--- src/rtl/bin2bcd_seq_pkg.sv ---
// bin2bcd_seq_pkg: shared state encodings, digit width and sizing helper
package bin2bcd_seq_pkg;
    localparam int BCD_DIGIT_W = 4;
    typedef enum logic [1:0] {IDLE = 2'd0, SHIFT = 2'd1, DONE = 2'd2} state_e;
    function automatic int clog2(input int v);
        int r;
        r = 0;
        while ((1 << r) < v) r++;
        return r;
    endfunction
endpackage

--- src/rtl/bin2bcd_seq_bcd_digit_adj.sv ---
// bcd_digit_adj: double-dabble add-3 correction for one BCD digit
module bcd_digit_adj
    import bin2bcd_seq_pkg::*;
(
    input  logic [BCD_DIGIT_W-1:0] x_i,
    output logic [BCD_DIGIT_W-1:0] y_o
);
    assign y_o = (x_i > 4'd4) ? x_i + 4'd3 : x_i;
endmodule

--- src/rtl/bin2bcd_seq.sv ---
// bin2bcd_seq: one-bit-per-clock double-dabble binary to BCD converter with handshakes
module bin2bcd_seq
    import bin2bcd_seq_pkg::*;
#(
    parameter int WIDTH  = 9,
    parameter int DIGITS = 3,
    parameter bit SIGNED = 1'b0
) (
    input  logic                          clk,
    input  logic                          rst,
    input  logic                          in_valid,
    output logic                          in_ready,
    input  logic [WIDTH-1:0]              bin_in,
    output logic                          out_valid,
    input  logic                          out_ready,
    output logic [BCD_DIGIT_W*DIGITS-1:0] bcd_out,
    output logic                          neg_out,
    output logic                          ovf_out
);
    localparam int CW = clog2(WIDTH + 1);
    localparam int AW = BCD_DIGIT_W * DIGITS;
    state_e         state_q, state_d;
    logic [WIDTH-1:0] sh_q, sh_d;
    logic [AW-1:0]  acc_q, acc_d, adj;
    logic [CW-1:0]  cnt_q, cnt_d;
    logic           neg_q, neg_d, ovf_q, ovf_d, carry, in_neg;
    logic [WIDTH-1:0] mag;
    assign in_neg = SIGNED && bin_in[WIDTH-1];
    assign mag    = in_neg ? -bin_in : bin_in;
    for (genvar g = 0; g < DIGITS; g++) begin : g_adj
        bcd_digit_adj u_adj (
            .x_i(acc_q[g*BCD_DIGIT_W +: BCD_DIGIT_W]),
            .y_o(adj[g*BCD_DIGIT_W +: BCD_DIGIT_W])
        );
    end
    // state and datapath registers
    always_ff @(posedge clk) begin
        if (rst) begin
            state_q <= IDLE;
            sh_q    <= '0;
            acc_q   <= '0;
            cnt_q   <= '0;
            neg_q   <= 1'b0;
            ovf_q   <= 1'b0;
        end else begin
            state_q <= state_d;
            sh_q    <= sh_d;
            acc_q   <= acc_d;
            cnt_q   <= cnt_d;
            neg_q   <= neg_d;
            ovf_q   <= ovf_d;
        end
    end
    // accept in IDLE, shift WIDTH times (one extra cycle to enter DONE), hold result until taken
    always_comb begin
        state_d   = state_q;
        sh_d      = sh_q;
        acc_d     = acc_q;
        cnt_d     = cnt_q;
        neg_d     = neg_q;
        ovf_d     = ovf_q;
        carry     = 1'b0;
        in_ready  = state_q == IDLE;
        out_valid = state_q == DONE;
        if (state_q == IDLE && in_valid) begin
            state_d = SHIFT;
            sh_d    = mag;
            acc_d   = '0;
            cnt_d   = '0;
            neg_d   = in_neg;
            ovf_d   = 1'b0;
        end else if (state_q == SHIFT) begin
            if (cnt_q == CW'(WIDTH)) begin
                state_d = DONE;
            end else begin
                {carry, acc_d, sh_d} = {adj, sh_q, 1'b0};
                ovf_d = ovf_q | carry;
                cnt_d = cnt_q + 1'b1;
            end
        end else if (state_q == DONE && out_ready) begin
            state_d = IDLE;
        end
    end
    assign bcd_out = acc_q;
    assign neg_out = neg_q;
    assign ovf_out = ovf_q;
endmodule

--- config.mk ---
export PLATFORM = sky130hd
export DESIGN_NAME = bin2bcd_seq
export DESIGN_NICKNAME = d
export VERILOG_FILES = /design/src/rtl/bin2bcd_seq_pkg.sv /design/src/rtl/bin2bcd_seq_bcd_digit_adj.sv /design/src/rtl/bin2bcd_seq.sv
export SDC_FILE = /design/constraint.sdc
export NUM_CORES = 1
export LEC_CHECK = 0
export CELL_PAD_IN_SITES_DETAIL_PLACEMENT = 2
export CELL_PAD_IN_SITES_GLOBAL_PLACEMENT = 2
export CORE_MARGIN = 2
export CORE_UTILIZATION = 33
export CTS_CLUSTER_DIAMETER = 150
export CTS_CLUSTER_SIZE = 12
export DETAILED_ROUTE_END_ITERATION = 12
export GPL_TIMING_DRIVEN = 0
export PLACE_DENSITY = 0.79
export SLEW_MARGIN = 0
export SYNTH_ARGS = -nofsm -noshare
export SYNTH_HDL_FRONTEND = slang
export SYNTH_HIERARCHICAL = 1
export SYNTH_SLANG_ARGS = --single-unit
--- constraint.sdc ---
create_clock -name clk -period 2.5 [get_ports clk]
set_input_delay 0.5 -clock clk [delete_from_list [all_inputs] [get_ports clk]]
set_output_delay 0.5 -clock clk [all_outputs]
set_load 0.1 [all_outputs]
### Word level (Yosys, flattened, before mapping)

Cells that the tools add are included.

* flip-flop bits (word level): 28
* bits in latches: 0
* RAM bits: 0
* bits in read-only memories: 0
* bits of input ports: 13
* output and inout port bits: 16
* word-level logic and storage cells: 42
* memories kept: 0

* add/subtract/negate cells: 4
* multiply operators: 0
* div/mod/pow operators: 0
* $lt $le $gt $ge: 3
* equal/unequal tests: 6
* shift operators: 0
* muxes and demuxes: 10
* bitwise operators: 2
* reduce and logical (&&, ||, !) cells: 11

Operators with widths (count)
* 9-bit two-way mux: 3
* 4-bit by 2-bit adder with 4-bit output (second input constant): 3
* 4-bit by 3-bit > comparator with 1-bit output (second input constant): 3
* 4-bit two-way mux: 3
* 2-bit AND reduction: 4
* 2-bit two-way mux: 3
* 4-bit by 1-bit adder with 4-bit output (second input constant): 1
* 4-bit == test (second input constant): 1
* 2-bit nonzero test: 2
* 3-bit by 2-bit != test with 1-bit output (second input constant): 1
* 3-bit nonzero test: 1
* 2-bit by 1-bit == test with 1-bit output (second input constant): 1
* 2-bit == test (second input constant): 1
* 1-bit logical AND: 2
* 2-bit logical NOT: 1
* 2-bit by 1-bit != test with 1-bit output (second input constant): 1
* 2-bit != test (second input constant): 1
* 2-bit OR reduction: 1
* 1-bit two-way mux: 1
* 1-bit inverter: 1
* 1-bit bitwise OR: 1

### Longest topological paths before layout

Gate-level depths: netlist (run 1).

* depth in word-level cells: 5
* gate-level depth with buffers: 7
* gate-level depth less buffers: 7

### Hierarchy

Netlist (run 1), hierarchy kept.

By module, submodules not included
* bin2bcd_seq: instances 1, cells an instance 147, area each 1337.5 µm², sequential area each 560.5 µm²
* bcd_digit_adj: instances 3, cells an instance 15, area each 103.8 µm², sequential area each 0.0 µm²

### Worst setup path after synthesis (run 1)

No wires, ideal clock.

* path kind: register to output
* start point: register state_q[1]
* end point: output port out_valid
* arrival: 1.755 ns
* data required time: 2.000 ns
* setup slack: 0.245 ns
* stages on the path, launching flop included: 2
* buffers on the path: 0
* cells stage by stage: dfxtp_1 -> nor2b_1

* word-level cells in the longest chain between the ends: 1

Ends and longest elaborated chain
* start, declared: line bin2bcd_seq.sv:22 `state_e state_q, state_d;`
* start signal, assigned: line bin2bcd_seq.sv:46 `state_q <= state_d;`
* 2-bit == test: line bin2bcd_seq.sv:64 `out_valid = state_q == DONE;`
* end, declared: line bin2bcd_seq.sv:14 `output logic out_valid,`

Every way passes these cells.

### Worst setup path after layout (run 1)

* start point: register acc_q[11], in the netlist bcd_out[11]
* end point: output port bcd_out[11]

RTL lines
* start, declared: line bin2bcd_seq.sv:24 `logic [AW-1:0] acc_q, acc_d, adj;`
* start signal, assigned: line bin2bcd_seq.sv:41 `acc_q <= '0;`
* start signal, assigned: line bin2bcd_seq.sv:48 `acc_q <= acc_d;`
* end, declared: line bin2bcd_seq.sv:16 `output logic [BCD_DIGIT_W*DIGITS-1:0] bcd_out,`

No word-level cell between the ends.

==> impl_metrics.yaml, run 1 <==
outcome:
  status: "finished, final reports clean"
finish:
  nets: 245
  syn_to_final_growth_pct: 24.0
  fill_cells: 549
  final_cell_mix: "dfxtp_1, clkdlybuf4s50_1, nand3_1, o21ai_0, a21oi_2"
  insertedDiodeCount: 0
  final_common_cell: "dfxtp_1"
  final_layout_size_suffix_gt1_frac: 0.167
critical_path:
  critPathTopFamily: "buffers and inverters"
  critPathBufInv: 1
  worst_ep_arrival_time_ps: 1940
  critPathMaxFanout: 7
  criticalPathCategory: "reg -> out"
  cp_slowest_stage_delay_ps: 1180
  cp.required_ps: 2000
  cp.depth: 1
  path_cells: "clkdlybuf4s50_1"
  startpoint_type: "flip-flop"
  r2r_cells: 6
  cp_slowest_cell: "clkdlybuf4s50_1"
  endpoint_kind: "output port"
hold_path:
  hold_class: "reg -> reg"
  hold_depth: 2
placement:
  dpl.hpwl_um: 3620
  portBuffers: 27
  place.gp.congestion: 0.861
die:
  die_h_um: 74.7
  die_w_um: 74.7
  start_util: 0.345
  die-area_sq_um: 5580
  rows: 25
  ios: 29
  core_sq_um: 4790
detailed_routing:
  first_iter_violations: 50
  wl_um: 4780
  via_count: 1543
  antenna_left: 0
  drc: 0
  routedWlPerCell_um: 16.6
  drtPass1Iterations: 4
  viasPerCell: 5.34
sta:
  tns_ps: 0
  clock.fmax_mhz: 411
  final_max_slew_viol_count: 0
  hold_viol_final: 0
  rsz0062_at_grt: "no"
  finalCriticalPeriod_ps: 2440
  setup_viol: 0
  holdWs_ps: 478
  tightest_slew_ps: 978
  skew_ps: 3.92
  maxSlewHeadroom: 0.346
  period_share: 0.974
clocking:
  max-clock-path-buffers: 2
  h-tree-depth: 1
  cts.sinks: 28
  clockRootBuffer: "clkbuf_8"
  postCtsSetupBuffers: 0
  cts_tree: "done"
  clock_latency_ps: 280
  clk_pin_slew_worst_paths_ps: 100
  cts_made_buffers: 3
power:
  power_density_nw_per_um2: 432
  peakVddDrop_mv: 0.409
  p_leak_nw: 0.738
logic_synthesis:
  syn_inst: 192
  yosysSeqAreaShare: 0.340
  ys_seq_elements: 28
  yosysUniqueCellTypes: 35
  synth_nets: 213
  yosysTopAreaCell: "dfxtp_1"
  synth.yosys.warnings: 6
  synth_area_leaders: "dfxtp_1, a311oi_2, nand3_1"
  synth_top_area_frac: 0.340
  avgSynthCellArea_sq_um: 8.59
  syn-cell-area_sq_um: 1650
run:
  maxCapViolCount: 0
grt:
  grt_max_degree: 15
  grt_pass1_wl_um: 8180
  antenna_found_initial: 0
  grt.total_usage: 0.190
  grt-ovfl-total: 0
  grt_pass1_vias: 1643
## routing by layer
layer / track usage / vias to the layer above / routed length [um]
li1: - / 741 / -
met1: 0.222 / 775 / 2050
met2: 0.365 / 23 / 2570
met3: 0.0335 / 4 / 116
met4: 0.0317 / 0 / 47
met5: 0 / - / 0
## registers in the layout, indices dropped and copies added, names as in the netlist
register	flops
sh_q	9
bcd_out	12
ovf_out	1
state_q	2
cnt_q	4
## Yosys cell counts (all sizes together)
cell type and count:
buf 12, conb 1, and3b 1, or3 2, xor2 1, xnor2 3
nor2 10, a311oi 9, ha 8, nand3b 2, mux2i 3, nand2b 5
a21oi 21, a31oi 1, dfxtp 28, a21o 3, or3b 1, nor3b 1
nor2b 5, clkbuf 4, nor3 3, o211ai 1, nand3 22, inv 11
o31ai 1, nand2 1, o21ai 32
## worst paths after layout
kind                       startpoint                        to  slack (ps)
max          bcd_out[11]$_SDFFE_PP0P_               bcd_out[11]          60
min              sh_q[8]$_SDFFE_PP0P_   bcd_out[0]$_SDFFE_PP0P_         480
max reg2reg     cnt_q[0]$_SDFFE_PP0P_  bcd_out[10]$_SDFFE_PP0P_         720
min reg2reg      sh_q[8]$_SDFFE_PP0P_   bcd_out[0]$_SDFFE_PP0P_         480
## final cells by class
cell class                 instances  area (sq um)  share of cell area
tap                               67          83.8              0.0410
clock buffer                       3          41.3              0.0202
timing repair buffer              27           270               0.132
buffer                            16           109              0.0532
inverter                          11          41.3              0.0202
sequential                        28           561               0.274
multi-input combinational        137           938               0.459
## power breakdown
group	total (mW)	switching [mW]	leakage, nW	internal (mW)
registers	0.475	0.0126	0.228	0.463
clock network	0.255	0.146	0.0216	0.108
logic	0.153	0.0922	0.489	0.0613
total	0.884	0.251	0.738	0.633
## repair_timing
item,in CTS,in global routing
resized for setup,2,1
pin swaps,0,0
hold buffers,0,0
setup endpoints to repair,2,1
## stage by stage
step / power (mW) / utilization / cell area (sq um) / setup slack, ps / std cells
after global placement: 0.633 / 0.419 / 2000 / 273 / 286
after CTS: 0.895 / 0.427 / 2040 / 43.9 / 289
after global routing: 0.926 / 0.427 / 2040 / 3.48 / 289
after detailed placement: 0.642 / 0.419 / 2000 / 273 / 286
after floorplan: 0.589 / - / 1650 / 245 / 192
final: 0.884 / 0.427 / 2040 / 64.1 / 289
## cell families after synthesis
group | after synthesis | share of synthesized area
AOI/OAI and AO/OA | 68 | 0.293
DFF | 28 | 0.340
buffers and inverters | 27 | 0.0910
other | 1 | 0.00227
adders and majority gates | 8 | 0.0607
and+or+nand+nor | 53 | 0.174
muxes | 3 | 0.0182
xor gates and xnor gates | 4 | 0.0212
No activity file was read; power rests on OpenSTA's default activity.
==> inputs of run 2 (changes only) <==
Settings changed: CTS_BUF_LIST set to sky130_fd_sc_hd__clkbuf_16.
==> impl_metrics.yaml, run 2 (synthesized netlist as in run 1, its figures left out) <==
finish:
  final_cell_mix: "dfxtp_1, clkdlybuf4s50_1, nand3_1, o21ai_0, a21oi_2"
  nets: 245
  final_util: 0.434
  finalInstanceArea_sq_um: 2080
  fill_cells: 549
  largest_reg_flops: 12
  final_layout_size_suffix_gt1_frac: 0.167
  insertedDiodeCount: 0
  final_common_cell: "dfxtp_1"
  syn_to_final_growth_pct: 25.9
critical_path:
  critPathTopFamily: "buffers and inverters"
  criticalPathCategory: "reg -> out"
  cp_slowest_stage_delay_ps: 1180
  endpoint_kind: "output port"
  cp.required_ps: 2000
  critPathMaxFanout: 7
  startpoint_type: "flip-flop"
  startpoint: "bcd_out[11]$_SDFFE_PP0P_"
  worst_ep_arrival_time_ps: 1910
  path_cells: "clkdlybuf4s50_1"
  critPathBufInv: 1
  r2r_start: "cnt_q[0]$_SDFFE_PP0P_"
  cp_slowest_cell: "clkdlybuf4s50_1"
clocking:
  holdBufCountCts: 0
  h-tree-depth: 1
  clockRootBuffer: "clkbuf_16"
  clock_latency_ps: 260
  max-clock-path-buffers: 2
  cts.sinks: 28
  cts_made_buffers: 3
  clk_pin_slew_worst_paths_ps: 70
  cts_tree: "done"
outcome:
  status: "finished, final reports clean"
detailed_routing:
  antenna_left: 0
  via_count: 1528
  drc: 0
  wl_um: 4840
  first_iter_violations: 39
  drtPass1Iterations: 4
  routedWlPerCell_um: 16.8
  viasPerCell: 5.29
sta:
  period_share: 0.964
  skew_ps: 1.69
  hold_viol_final: 0
  clock.fmax_mhz: 415
  tightest_slew_ps: 978
  maxSlewHeadroom: 0.346
  tns_ps: 0
  final_max_slew_viol_count: 0
  setup_viol: 0
  rsz0062_at_grt: "no"
  finalCriticalPeriod_ps: 2410
placement:
  portBuffers: 27
  dpl_cell_area_sq_um: 2000
  place.gp.congestion: 0.861
  dpl.hpwl_um: 3620
die:
  ios: 29
  start_util: 0.345
  rows: 25
  die_w_um: 74.7
  die-area_sq_um: 5580
  core_sq_um: 4790
  die_h_um: 74.7
power:
  p_leak_nw: 0.735
  power_density_nw_per_um2: 482
  power_mw: 1.00
  peakVddDrop_mv: 0.503
hold_path:
  min-delay-start: "sh_q[8]$_SDFFE_PP0P_"
  hold_class: "reg -> reg"
grt:
  grt.total_usage: 0.192
  grt-ovfl-total: 0
  antenna_found_initial: 0
  grt_pass1_vias: 1636
  grt_pass1_wl_um: 8250
  grt_max_degree: 15
run:
  maxCapViolCount: 0
-- run 2: layer usage --
layer,global-route usage,vias to the layer above,wire length [um]
li1,-,742,-
met1,0.222,765,2060
met2,0.373,17,2650
met3,0.0335,4,88
met4,0.0298,0,42
met5,0,-,0
-- run 2: where the power goes --
group          switching [mW]  total (mW)  internal (mW)  leakage (nW)
Combinational          0.0932       0.155         0.0613         0.470
Sequential             0.0125       0.475          0.463         0.228
Clock                   0.158       0.370          0.213        0.0370
Total                   0.263        1.00          0.737         0.735
-- run 2: timing repair --
action                                  CTS  global route
endpoints found under the setup margin    2             0
gates resized for setup                   2             0
buffers inserted                          0             0
-- run 2: worst paths after layout --
| path | end | cells after the start | slack (ps) |
|---|---|---|---|
| setup reg to reg | bcd_out[10]$_SDFFE_PP0P_ | 6 | 710 |
| hold / removal | bcd_out[0]$_SDFFE_PP0P_ | 2 | 480 |
| setup / recovery | bcd_out[11] | 1 | 90 |
| hold reg to reg | bcd_out[0]$_SDFFE_PP0P_ | 2 | 480 |
-- run 2: final cells by class --
| cell class | instances | area (sq um) | share of cell area |
|---|---|---|---|
| buffer | 16 | 109 | 0.0524 |
| clock buffer | 3 | 75.1 | 0.0362 |
| multi-input combinational | 137 | 938 | 0.452 |
| timing repair buffer | 27 | 268 | 0.129 |
| tap | 67 | 83.8 | 0.0404 |
| sequential | 28 | 561 | 0.270 |
| inverter | 11 | 41.3 | 0.0199 |
-- run 2: stage by stage --
stage	instances	worst slack, ps	hold WS, ps
floorplan	192	245	440
detailed placement	286	273	473
global route	289	26.2	538
CTS	289	68.7	483
finish	289	90.5	477
global placement	286	273	454
-- run 2: tightest hold or removal path, stage by stage, from the launching register on --
cell	delay, ps
dfxtp_1	320
nand3_1	60
a21oi_1	50
==> inputs of run 3 (changes only) <==
Settings changed: MAX_ROUTING_LAYER set to met4.
==> impl_metrics.yaml, run 3 (synthesized netlist as in run 1, its figures left out) <==
grt:
  grt.total_usage: 0.198
  grt_max_degree: 15
  grt_pass1_wl_um: 8250
  grt-ovfl-total: 0
  grt_pass1_vias: 1636
  antenna_found_initial: 0
die:
  ios: 29
  die-area_sq_um: 5580
  start_util: 0.345
  die_w_um: 74.7
  core_sq_um: 4790
  rows: 25
  die_h_um: 74.7
hold_path:
  hold_depth: 2
  hold_class: "reg -> reg"
  min-delay-start: "sh_q[8]$_SDFFE_PP0P_"
  min_to: "bcd_out[0]$_SDFFE_PP0P_"
run:
  maxCapViolCount: 0
critical_path:
  critPathTopFamily: "buffers and inverters"
  cp_slowest_cell: "clkdlybuf4s50_1"
  critPathBufInv: 1
  reg2reg_to: "bcd_out[10]$_SDFFE_PP0P_"
  r2r_start: "cnt_q[0]$_SDFFE_PP0P_"
  critPathMaxFanout: 7
  worst_ep_arrival_time_ps: 1910
  cp_slowest_stage_delay_ps: 1180
  cp.required_ps: 2000
  reg2reg_setup_slack_ps: 710
  criticalPathCategory: "reg -> out"
  path_cells: "clkdlybuf4s50_1"
  startpoint_type: "flip-flop"
  r2r_cells: 6
  endpoint_kind: "output port"
clocking:
  clk_pin_slew_worst_paths_ps: 70
  h-tree-depth: 1
  clock_latency_ps: 260
  clockRootBuffer: "clkbuf_16"
  holdBufCountCts: 0
  cts_made_buffers: 3
  cts_tree: "done"
  cts.sinks: 28
  max-clock-path-buffers: 2
  cts-resized-gates: 2
  postCtsSetupBuffers: 0
finish:
  syn_to_final_growth_pct: 25.9
  insertedDiodeCount: 0
  fill_cells: 549
  final_cell_mix: "dfxtp_1, clkdlybuf4s50_1, nand3_1, o21ai_0, a21oi_2"
  finalInstanceArea_sq_um: 2080
  final_layout_size_suffix_gt1_frac: 0.167
  largest_reg_flops: 12
  final_common_cell: "dfxtp_1"
  nets: 245
  final_cells: 289
  final_util: 0.434
placement:
  place.gp.congestion: 0.875
  preCtsSetupSlack_ps: 273
  dpl.hpwl_um: 3620
  portBuffers: 27
  dpl_cell_area_sq_um: 2000
  dp_cells: 286
outcome:
  status: "finished, final reports clean"
power:
  power_mw: 0.999
  p_leak_nw: 0.735
  peakVddDrop_mv: 0.503
  power_density_nw_per_um2: 481
sta:
  rsz0062_at_grt: "no"
  tightest_slew_ps: 978
  finalCriticalPeriod_ps: 2410
  tns_ps: 0
  postLayoutSetupSlackWorst_ps: 87.4
  maxSlewHeadroom: 0.346
  skew_ps: 2.07
  clock.fmax_mhz: 414
  setup_viol: 0
  holdWs_ps: 478
  hold_viol_final: 0
  final_max_slew_viol_count: 0
  period_share: 0.965
detailed_routing:
  wl_um: 4840
  routedWlPerCell_um: 16.8
  antenna_left: 0
  first_iter_violations: 34
  viasPerCell: 5.27
  drc: 0
  via_count: 1524
  drtPass1Iterations: 4
[run 3: cell counts in the layout (fill, tap and decap cells not counted)]
Identical to the previous run, type by type.
[run 3: worst max path at each step]
stage,start,to,depth (start not counted),slack [ps]
after floorplan,state_q[1]$_SDFFE_PP0P_,out_valid,1,250
after global placement,state_q[1]$_SDFFE_PP0P_,out_valid,2,270
after detailed placement,state_q[1]$_SDFFE_PP0P_,out_valid,2,270
after CTS,bcd_out[11]$_SDFFE_PP0P_,bcd_out[11],1,70
after global routing,bcd_out[7]$_SDFFE_PP0P_,bcd_out[7],1,30
final,bcd_out[11]$_SDFFE_PP0P_,bcd_out[11],1,90
[run 3: tightest hold or removal path: stages, from the launching register on]
cell,delay (ps)
dfxtp_1,320
nand3_1,60
a21oi_1,50
[run 3: final cells by class]
| class | count | area [sq um] | share of cell area |
|---|---|---|---|
| Buffer | 16 | 109 | 0.0524 |
| Clock buffer | 3 | 75.1 | 0.0362 |
| Inverter | 11 | 41.3 | 0.0199 |
| Multi-Input combinational cell | 137 | 938 | 0.452 |
| Sequential cell | 28 | 561 | 0.270 |
| Tap cell | 67 | 83.8 | 0.0404 |
| Timing Repair Buffer | 27 | 268 | 0.129 |
[run 3: power breakdown]
group	leakage [nW]	total [mW]	switching, mW	internal, mW
Clock	0.0370	0.370	0.157	0.213
Combinational	0.470	0.155	0.0932	0.0613
Sequential	0.228	0.475	0.0126	0.463
[run 3: layer usage]
metal  GRT usage  vias to the layer above  wire [um]
met3      0.0335                        4         88
li1            -                      741          -
met2       0.372                       17       2650
met4      0.0298                        0         42
met1       0.224                      762       2060
met5           -                        -          0
